### config.mk
export PLATFORM = sky130hd
export DESIGN_NAME = light_sequencer
export DESIGN_NICKNAME = d
export VERILOG_FILES = /design/src/rtl/light_sequencer_pkg.sv /design/src/rtl/light_sequencer_phase_guard.sv /design/src/rtl/light_sequencer.sv
export SDC_FILE = /design/constraint.sdc
export NUM_CORES = 1
export LEC_CHECK = 0
export ABC_AREA = 1
export CAP_MARGIN = 10
export CELL_PAD_IN_SITES_DETAIL_PLACEMENT = 0
export CELL_PAD_IN_SITES_GLOBAL_PLACEMENT = 1
export CORE_MARGIN = 2
export CORE_UTILIZATION = 32
export CTS_CLUSTER_SIZE = 30
export DETAILED_ROUTE_END_ITERATION = 6
export PLACE_DENSITY = 0.79
export SETUP_SLACK_MARGIN = 0.2
export SYNTH_ARGS = -nofsm -noshare
export SYNTH_HDL_FRONTEND = slang
export SYNTH_HIERARCHICAL = 1
export SYNTH_SLANG_ARGS = --single-unit
export TNS_END_PERCENT = 50
### constraint.sdc
create_clock -name clk -period 1.9 [get_ports clk]
set_input_delay 0.285 -clock clk [delete_from_list [all_inputs] [get_ports clk]]
set_output_delay 0.285 -clock clk [all_outputs]
set_load 0.03 [all_outputs]
### src/rtl/light_sequencer_pkg.sv
// Shared types and constants for the traffic light sequencer.
// Optional walk phase is enabled with `define LIGHT_SEQ_WALK_EN.
package light_sequencer_pkg;

   localparam int TW = 7;

   localparam logic [2:0] RED    = 3'b100;
   localparam logic [2:0] YELLOW = 3'b010;
   localparam logic [2:0] GREEN  = 3'b001;

   typedef enum logic [2:0] {
      S_INIT,
      S_MAIN_GREEN,
      S_MAIN_YELLOW,
      S_ALL_RED_A,
      S_WALK,
      S_SIDE_GREEN,
      S_SIDE_YELLOW,
      S_ALL_RED_B
   } state_t;

   // A zero duration would never let the timer report a fresh expiry.
   function automatic logic [TW-1:0] clamp_dur(input int v);
      if (v <= 0) return TW'(1);
      return v[TW-1:0];
   endfunction

   function automatic logic [2:0] main_of(input state_t s);
      case (s)
         S_MAIN_GREEN:  return GREEN;
         S_MAIN_YELLOW: return YELLOW;
         default:       return RED;
      endcase
   endfunction

   function automatic logic [2:0] side_of(input state_t s);
      case (s)
         S_SIDE_GREEN:  return GREEN;
         S_SIDE_YELLOW: return YELLOW;
         default:       return RED;
      endcase
   endfunction

endpackage

### src/rtl/light_sequencer_phase_guard.sv
// Occupancy counter qualifying timer expiry once a phase is 2+ cycles old.
// Cleared on the edge that issues a timer load.
module light_sequencer_phase_guard (
   input  logic i_clk,
   input  logic i_reset,
   input  logic i_clr,
   input  logic i_timer_out,
   output logic o_expire
);

   logic [1:0] r_cnt;

   always_ff @(posedge i_clk) begin
      if (i_reset || i_clr) begin
         r_cnt <= 2'd0;
      end else if (r_cnt != 2'd3) begin
         r_cnt <= r_cnt + 2'd1;
      end
   end

   assign o_expire = i_timer_out && r_cnt[1];

endmodule

### src/rtl/light_sequencer.sv
// Traffic intersection phase sequencer driving a countdown timer's load port.
// Define LIGHT_SEQ_WALK_EN to build the pedestrian walk phase.
module light_sequencer
   import light_sequencer_pkg::*;
#(
   parameter int T_MAIN_GREEN = 20,
   parameter int T_SIDE_GREEN = 12,
   parameter int T_YELLOW     = 4,
   parameter int T_ALL_RED    = 2,
   parameter int T_WALK       = 10
) (
   input  logic          clk,
   input  logic          reset,
   input  logic          side_sensor,
   input  logic          walk_btn,
   input  logic          timer_out,
   output logic          timer_load,
   output logic [TW-1:0] timer_value,
   output logic [2:0]    main_light,
   output logic [2:0]    side_light,
   output logic          walk_light
);

   if (T_MAIN_GREEN > 127 || T_SIDE_GREEN > 127 || T_YELLOW > 127 ||
       T_ALL_RED > 127 || T_WALK > 127) begin : g_bad_param
      $error("light_sequencer: duration parameter exceeds 127");
   end

   localparam logic [TW-1:0] D_MG = clamp_dur(T_MAIN_GREEN);
   localparam logic [TW-1:0] D_SG = clamp_dur(T_SIDE_GREEN);
   localparam logic [TW-1:0] D_Y  = clamp_dur(T_YELLOW);
   localparam logic [TW-1:0] D_AR = clamp_dur(T_ALL_RED);
   localparam logic [TW-1:0] D_W  = clamp_dur(T_WALK);

   function automatic logic [TW-1:0] dur_of(input state_t s);
      case (s)
         S_MAIN_GREEN:  return D_MG;
         S_MAIN_YELLOW: return D_Y;
         S_ALL_RED_A:   return D_AR;
         S_WALK:        return D_W;
         S_SIDE_GREEN:  return D_SG;
         S_SIDE_YELLOW: return D_Y;
         S_ALL_RED_B:   return D_AR;
         default:       return '0;
      endcase
   endfunction

   state_t        r_state;
   state_t        w_state_nxt;
   logic          w_load_nxt;
   logic          w_expire;
   logic          w_walk_req;
   logic          r_load;
   logic [TW-1:0] r_value;
   logic [2:0]    r_main;
   logic [2:0]    r_side;

   light_sequencer_phase_guard u_guard (
      .i_clk       (clk),
      .i_reset     (reset),
      .i_clr       (w_load_nxt),
      .i_timer_out (timer_out),
      .o_expire    (w_expire)
   );

`ifdef LIGHT_SEQ_WALK_EN
   logic r_walk_req;
   logic r_walk_light;

   // A press on the expiry cycle itself still counts.
   assign w_walk_req = r_walk_req | walk_btn;

   always_ff @(posedge clk) begin
      if (reset) begin
         r_walk_req   <= 1'b0;
         r_walk_light <= 1'b0;
      end else begin
         r_walk_light <= (w_state_nxt == S_WALK);
         if (w_state_nxt == S_WALK && r_state != S_WALK) begin
            r_walk_req <= 1'b0;
         end else if (walk_btn && r_state != S_WALK) begin
            r_walk_req <= 1'b1;
         end
      end
   end

   assign walk_light = r_walk_light;
`else
   logic w_unused_walk;
   assign w_unused_walk = walk_btn;
   assign w_walk_req    = 1'b0;
   assign walk_light    = 1'b0;
`endif

   always_comb begin
      w_state_nxt = r_state;
      w_load_nxt  = 1'b0;
      case (r_state)
         S_INIT: begin
            w_state_nxt = S_MAIN_GREEN;
            w_load_nxt  = 1'b1;
         end
         S_MAIN_GREEN: begin
            if (w_expire) begin
               w_load_nxt = 1'b1;
               if (side_sensor || w_walk_req) begin
                  w_state_nxt = S_MAIN_YELLOW;
               end
            end
         end
         S_MAIN_YELLOW: begin
            if (w_expire) begin
               w_load_nxt  = 1'b1;
               w_state_nxt = S_ALL_RED_A;
            end
         end
         S_ALL_RED_A: begin
            if (w_expire) begin
               w_load_nxt  = 1'b1;
               w_state_nxt = w_walk_req ? S_WALK : S_SIDE_GREEN;
            end
         end
         S_WALK: begin
            if (w_expire) begin
               w_load_nxt  = 1'b1;
               w_state_nxt = side_sensor ? S_SIDE_GREEN : S_ALL_RED_B;
            end
         end
         S_SIDE_GREEN: begin
            if (w_expire) begin
               w_load_nxt  = 1'b1;
               w_state_nxt = S_SIDE_YELLOW;
            end
         end
         S_SIDE_YELLOW: begin
            if (w_expire) begin
               w_load_nxt  = 1'b1;
               w_state_nxt = S_ALL_RED_B;
            end
         end
         S_ALL_RED_B: begin
            if (w_expire) begin
               w_load_nxt  = 1'b1;
               w_state_nxt = S_MAIN_GREEN;
            end
         end
         default: begin
            w_state_nxt = S_INIT;
         end
      endcase
   end

   always_ff @(posedge clk) begin
      if (reset) begin
         r_state <= S_INIT;
         r_load  <= 1'b0;
         r_value <= '0;
         r_main  <= RED;
         r_side  <= RED;
      end else begin
         r_state <= w_state_nxt;
         r_load  <= w_load_nxt;
         r_main  <= main_of(w_state_nxt);
         r_side  <= side_of(w_state_nxt);
         if (w_load_nxt) begin
            r_value <= dur_of(w_state_nxt);
         end
      end
   end

   assign timer_load  = r_load;
   assign timer_value = r_value;
   assign main_light  = r_main;
   assign side_light  = r_side;

endmodule
==> results of run 1 <==
-- power groups by stage --
stage	Combinational (W)	Clock [W]	Sequential, W
after floorplan	0.0000499	0	0.000386
after global placement	0.0000999	0	0.000365
after detailed placement	0.000101	0	0.000366
after CTS	0.000102	0.000235	0.000358
after global routing	0.000116	0.000250	0.000360
final	0.000106	0.000232	0.000358
-- layout by cell type (no fill, tap or decap), types with 2 or more instances in the layout --
cell | netlist | routed
dfxtp_1 | 16 | 15
nand4_1 | 2 | 2
a21oi_2 | 0 | 2
nand2_2 | 2 | 3
o21ai_0 | 4 | 4
nand2_1 | 22 | 21
ha_1 | 5 | 3
nand3_1 | 4 | 3
buf_4 | 5 | 9
inv_1 | 15 | 10
clkdlybuf4s50_1 | 0 | 13
conb_1 | 1 | 4
inv_2 | 1 | 6
a21oi_1 | 5 | 3
nor2_2 | 2 | 2
clkbuf_4 | 0 | 3
nor2_1 | 11 | 11
-- cell families (layout without fill, tap and decap cells) --
group                    Yosys count  after routing  share of synthesized area
AND/OR/NAND/NOR                   46             46                      0.280
buffers and inverters             21             43                      0.131
flip-flops                        16             16                      0.430
AO/OA/AOI/OAI                     10             10                     0.0705
adder cells (fa/ha/maj)            5              5                     0.0839
other                              1              4                    0.00503
-- worst reg2reg max path, cell delays in order (launching register included) --
cell and delay [ns]:
dfxtp_1 0.37, nand2_1 0.08, inv_2 0.08, nand2_1 0.06, nand3b_1 0.24, nand2_2 0.16, inv_2 0.07, ha_4 0.16
inv_1 0.05, nand4_1 0.08, nand2_1 0.11, a21oi_2 0.06
-- what timing repair did --
item,4_1_cts,5_1_grt
setup endpoints to repair,3,6
buffers inserted,0,2
pin swaps,1,11
gates resized for setup,3,12
-- cell usage after synthesis --
master,n,share of area
nand4_1,2,0.017
nor2_1,11,0.055
ha_1,5,0.084
inv_2,1,0.0050
nor2_2,2,0.017
dfxtp_1,16,0.43
nor3_2,2,0.027
o21ai_0,4,0.027
o211ai_1,1,0.010
a21oi_1,5,0.034
conb_1,1,0.0050
nand2_2,2,0.017
nand3_1,4,0.027
inv_1,15,0.075
buf_4,5,0.050
nand3b_1,1,0.010
nand2_1,22,0.11
-- through the flow --
stage,setup WS (ns),area (um^2),utilization,cells
after global placement,-0.156,947,0.428,146
after global routing,0.202,1040,0.469,152
final,0.289,1040,0.469,152
after floorplan,0.382,757,-,102
after detailed placement,-0.159,947,0.428,146
after CTS,0.211,991,0.448,150
-- cell type report --
class / count / area, um^2
fill: 228 / 1170
multi-input combinational: 65 / 375
sequential: 16 / 322
timing repair buffer: 23 / 210
inverter: 16 / 60.1
clock buffer: 4 / 36.3
tap: 28 / 35.0
-- per-layer routing --
metal  part of all wire  vias to the layer above
li1                   -                      346
met1               0.48                      284
met2               0.48                       12
met3              0.019                        3
met4              0.022                        0
met5                  0                        -
-- worst max-delay path by stage --
stage	end	slack, ns	cells past startpoint	from
after global placement	timer_value[1]$_SDFFE_PP0P_	-0.16	12	timer_out
after CTS	timer_value[1]$_SDFFE_PP0P_	0.21	12	timer_out
after floorplan	timer_value[1]$_SDFFE_PP0P_	0.38	11	u_guard/r_cnt[1]$_SDFFE_PP0P_
after detailed placement	timer_value[1]$_SDFFE_PP0P_	-0.16	12	timer_out
after global routing	timer_value[1]$_SDFFE_PP0P_	0.20	11	u_guard/r_cnt[1]$_SDFFE_PP0P_
final	timer_value[1]$_SDFFE_PP0P_	0.29	11	u_guard/r_cnt[1]$_SDFFE_PP0P_
-- flip-flops by register name (all words and copies together) (netlist names) --
signal	flops
timer_load	1
r_state	3
side_light	3
main_light	3
timer_value	4
u_guard/r_cnt	2
==> reports/metrics.csv, run 1 <==
metric,value,unit
initial antenna violation count,0,
via count,645,
Buffers & Inverters on Critical Path,3,
Critical Path AT,1.81,ns
Rows,17,
routability-driven placement congestion ratio,0.844,
met3 Use GR,0.0171,
maxcap violations,0,
RR Endpoint,timer_value[1]$_SDFFE_PP0P_,
Reg2Reg Depth,11,
CP max FO,5,
grt ovf,0,
# diodes,0,
crit start category,flip-flop,
reg2reg start,u_guard/r_cnt[1]$_SDFFE_PP0P_,
GRT met2 Usage,0.203,
GRT met1 Usage,0.146,
Cell variety after synth,17,
layer with the highest usage,met2,
Slowest cell on crit path,dfxtp_1,
Antenna Nets Post-Route,0,
CTS Root Cell,clkbuf_4,
"Power, Total",0.000696,W
Syn Area/Cell,7.53,um^2
"Area growth, synth to finish",39.3,%
routed len/inst,9.78,um
vias in the first global route,641,
synthesized flop and latch total,16,
core area,2210,um^2
Sw Ratio,0.272,
fmax,621,MHz
# H-tree levels,1,
worst hold slack,0.523,ns
fin crit share,0.848,
Clock power frac,0.334,
RSZ-0062 raised after global routing,false,
cell mode on critical path,nand2_1,
"Clk Latency, worst-skew pair",0.30,ns
clock sinks,16,
share of cells above drive strength 1,0.258,
Num CTS Buffers,3,
Max Slew Vio Count,0,
"Seq/Total Area, Yosys",0.430,
clk slew on worst S/H paths,0.10,ns
R2R setup slack,0.29,ns
leak pwr,0.488,nW
maximum vdd drop,0.488,mV
Post-Syn Instances,99,
Setup TNS,0,ns
port buffer count,14,
CTS tree,yes,
crit end category,flip-flop,
Yosys warning count,6,
WP data required,2.10,ns
# DRC,0,
GRT Total Usage,0.124,
sequential share of power,0.514,
post-DP HPWL,1050,um
clock buffer depth,2,
worst hold start,timer_out,
starting density of the core,0.337,
CTS Hold Bufs,0,
status,"complete, no violations",
Detailed Route Iter0 Violations,11,
P per Cell Area,671,nW/um^2
Die Y,52.3,um
largest net degree at the start of global routing,10,
Comb power frac,0.152,
"Largest stage delay, worst path",0.37,ns
full die area,2730,um^2
final net count,135,
post-synthesis cell area,746,um^2
CP cell instances,nand2_1 -> inv_2 -> nand2_1 -> nand3b_1 -> nand2_2 -> inv_2 -> ha_4 -> inv_1 -> nand4_1 -> nand2_1 -> a21oi_2,
switching power,0.000190,W
worst min-delay path class,in -> reg,
count of TritonRoute iterations in the first routing pass,4,
type of the worst setup path,reg -> reg,
chip width,52.3,um
Worst Clk Skew,0.0121,ns
Via density,4.24,
Fin. Hold Viols,0,
Int Power,0.000507,W
Ports,20,
Crit path max-delay family,simple AND/OR/NAND/NOR gates,
first-pass GRT wire length,2470,um
Final setup viols,0,
worst hold path endpoint,timer_load$_SDFF_PP0_,
Detailed Route WL,1490,um
hold path depth,6,
Period minus WS final,1.61,ns
(Power assumes the default switching activity.)
==> inputs of run 2 (changes only) <==
==> constraint.sdc (replaced) <==
create_clock -name clk -period 1.66 [get_ports clk]
set_input_delay 0.249 -clock clk [delete_from_list [all_inputs] [get_ports clk]]
set_output_delay 0.249 -clock clk [all_outputs]
set_load 0.03 [all_outputs]
==> reports/metrics.csv, run 2 (synthesized netlist as in run 1, its figures left out) <==
metric,value,unit
share of cells above drive strength 1,0.307,
vias in the first global route,680,
clock sinks,16,
most frequent cells in the layout,"19 x nand2_1, 14 x dfxtp_1, 11 x nor2_1, 11 x buf_4, 9 x inv_1",
Sw Ratio,0.261,
P per Cell Area,721,nW/um^2
Via density,4.21,
Sequential Area,323,um^2
grt ovf,0,
CP cell instances,clkdlybuf4s50_1 -> nand2_2 -> nand3b_1 -> nand2_2 -> inv_2 -> ha_4 -> inv_2 -> nand4_1 -> nand2_1 -> a21oi_2,
routed len/inst,9.57,um
post-DP HPWL,1030,um
chip width,52.3,um
status,"complete, no violations",
switching power,0.000204,W
"Largest stage delay, worst path",0.50,ns
Worst Clk Skew,0.000491,ns
Crit path max-delay family,simple AND/OR/NAND/NOR gates,
type of the worst setup path,in -> reg,
Max Slew Vio Count,0,
CTS Hold Bufs,0,
Setup TNS,0,ns
via count,652,
RSZ-0062 raised after global routing,true,
routability-driven placement congestion ratio,0.769,
reg2reg start,u_guard/r_cnt[1]$_SDFFE_PP0P_,
final net count,138,
fin crit share,0.915,
max reg flops,4,
crit start category,input port,
initial antenna violation count,0,
Critical Path AT,1.69,ns
full die area,2730,um^2
WP data required,1.83,ns
# diodes,0,
count of TritonRoute iterations in the first routing pass,4,
worst min-delay path class,reg -> reg,
"Clk Latency, worst-skew pair",0.28,ns
Antenna Nets Post-Route,0,
first-pass GRT wire length,2670,um
Detailed Route Iter0 Violations,4,
Comb power frac,0.157,
GRT Total Usage,0.129,
Int Power,0.000578,W
Slowest cell on crit path,clkdlybuf4s50_1,
Multi-input gate area,392,um^2
Detailed Route WL,1480,um
"commonest non-fill, non-tap cell in the layout",nand2_1,
Rows,17,
fmax,658,MHz
Fin. Hold Viols,0,
maximum vdd drop,0.602,mV
Die Y,52.3,um
Buffers & Inverters on Critical Path,3,
worst hold start,timer_value[4]$_SDFFE_PP0P_,
# DRC,0,
FILL cells,229,
port buffer count,14,
largest net degree at the start of global routing,10,
Period minus WS final,1.52,ns
clock buffer depth,2,
Clock power frac,0.322,
starting density of the core,0.337,
Final setup viols,0,
CTS Root Cell,clkbuf_4,
crit end category,flip-flop,
clk slew on worst S/H paths,0.09,ns
sequential share of power,0.521,
post-placement setup slack,-0.257,ns
Worst setup startpoint,side_sensor,
"Area growth, synth to finish",45.5,%
maxcap violations,0,
Ports,20,
Num CTS Buffers,3,
CP max FO,3,
core area,2210,um^2
leak pwr,0.565,nW
# H-tree levels,1,
CTS tree,yes,
PnR worst setup slack,0.141,ns
-- run 2: cell types whose count changed in the layout (fill, tap and decap cells not counted), moves of 2 or more --
cell	delta
nand2_2	+2
dlygate4sd2_1	+6
nand2_1	-2
dlymetal6s2s_1	+3
clkdlybuf4s50_1	-9
buf_4	+2
-- run 2: through the flow --
step                      power, W  hold slack [ns]  cells  area, um^2  utilization
after floorplan           0.000500            0.405    102         767            -
after global placement    0.000535            0.512    145         950        0.429
after detailed placement  0.000536            0.525    145         950        0.429
after CTS                 0.000790            0.546    155        1050        0.474
after global routing      0.000828            0.579    155        1080        0.490
final                     0.000783            0.541    155        1080        0.490
-- run 2: final cells by class --
type | instances | share of cell area
Clock buffer | 4 | 0.0334
Timing Repair Buffer | 26 | 0.218
Sequential cell | 16 | 0.298
Multi-Input combinational cell | 65 | 0.361
Inverter | 16 | 0.0577
Tap cell | 28 | 0.0323
-- run 2: tightest hold or removal path, stage by stage, from the launching register on --
cell	delay [ns]
dfxtp_1	0.32
o21ai_0	0.14
a21oi_1	0.04
-- run 2: worst paths after layout --
kind	to	slack [ns]	depth (start not counted)
worst max-delay path	timer_value[1]$_SDFFE_PP0P_	0.14	10
worst max register to register	timer_value[1]$_SDFFE_PP0P_	0.15	11
worst min-delay path	timer_value[4]$_SDFFE_PP0P_	0.54	2
worst min register to register	timer_value[4]$_SDFFE_PP0P_	0.54	2
-- run 2: power by group through the flow --
| stage | Sequential, W | Combinational (W) | Clock, W |
|---|---|---|---|
| floorplan | 0.000442 | 0.0000577 | 0 |
| global placement | 0.000416 | 0.000119 | 0 |
| detailed placement | 0.000417 | 0.000119 | 0 |
| CTS | 0.000408 | 0.000120 | 0.000263 |
| global route | 0.000410 | 0.000136 | 0.000283 |
| finish | 0.000407 | 0.000123 | 0.000252 |
-- run 2: repair_timing --
item / 4_1_cts / 5_1_grt
pin swaps: 10 / 6
endpoints found under the setup margin: 21 / 17
gates resized for setup: 15 / 12
buffers inserted: 6 / 0
-- run 2: metal layers --
metal	vias to the layer above	share of wire	global-route usage
met5	-	0	0
met2	9	0.50	0.224
met1	286	0.47	0.159
li1	355	-	-
met4	0	0.012	0.0513
met3	2	0.021	0.0200
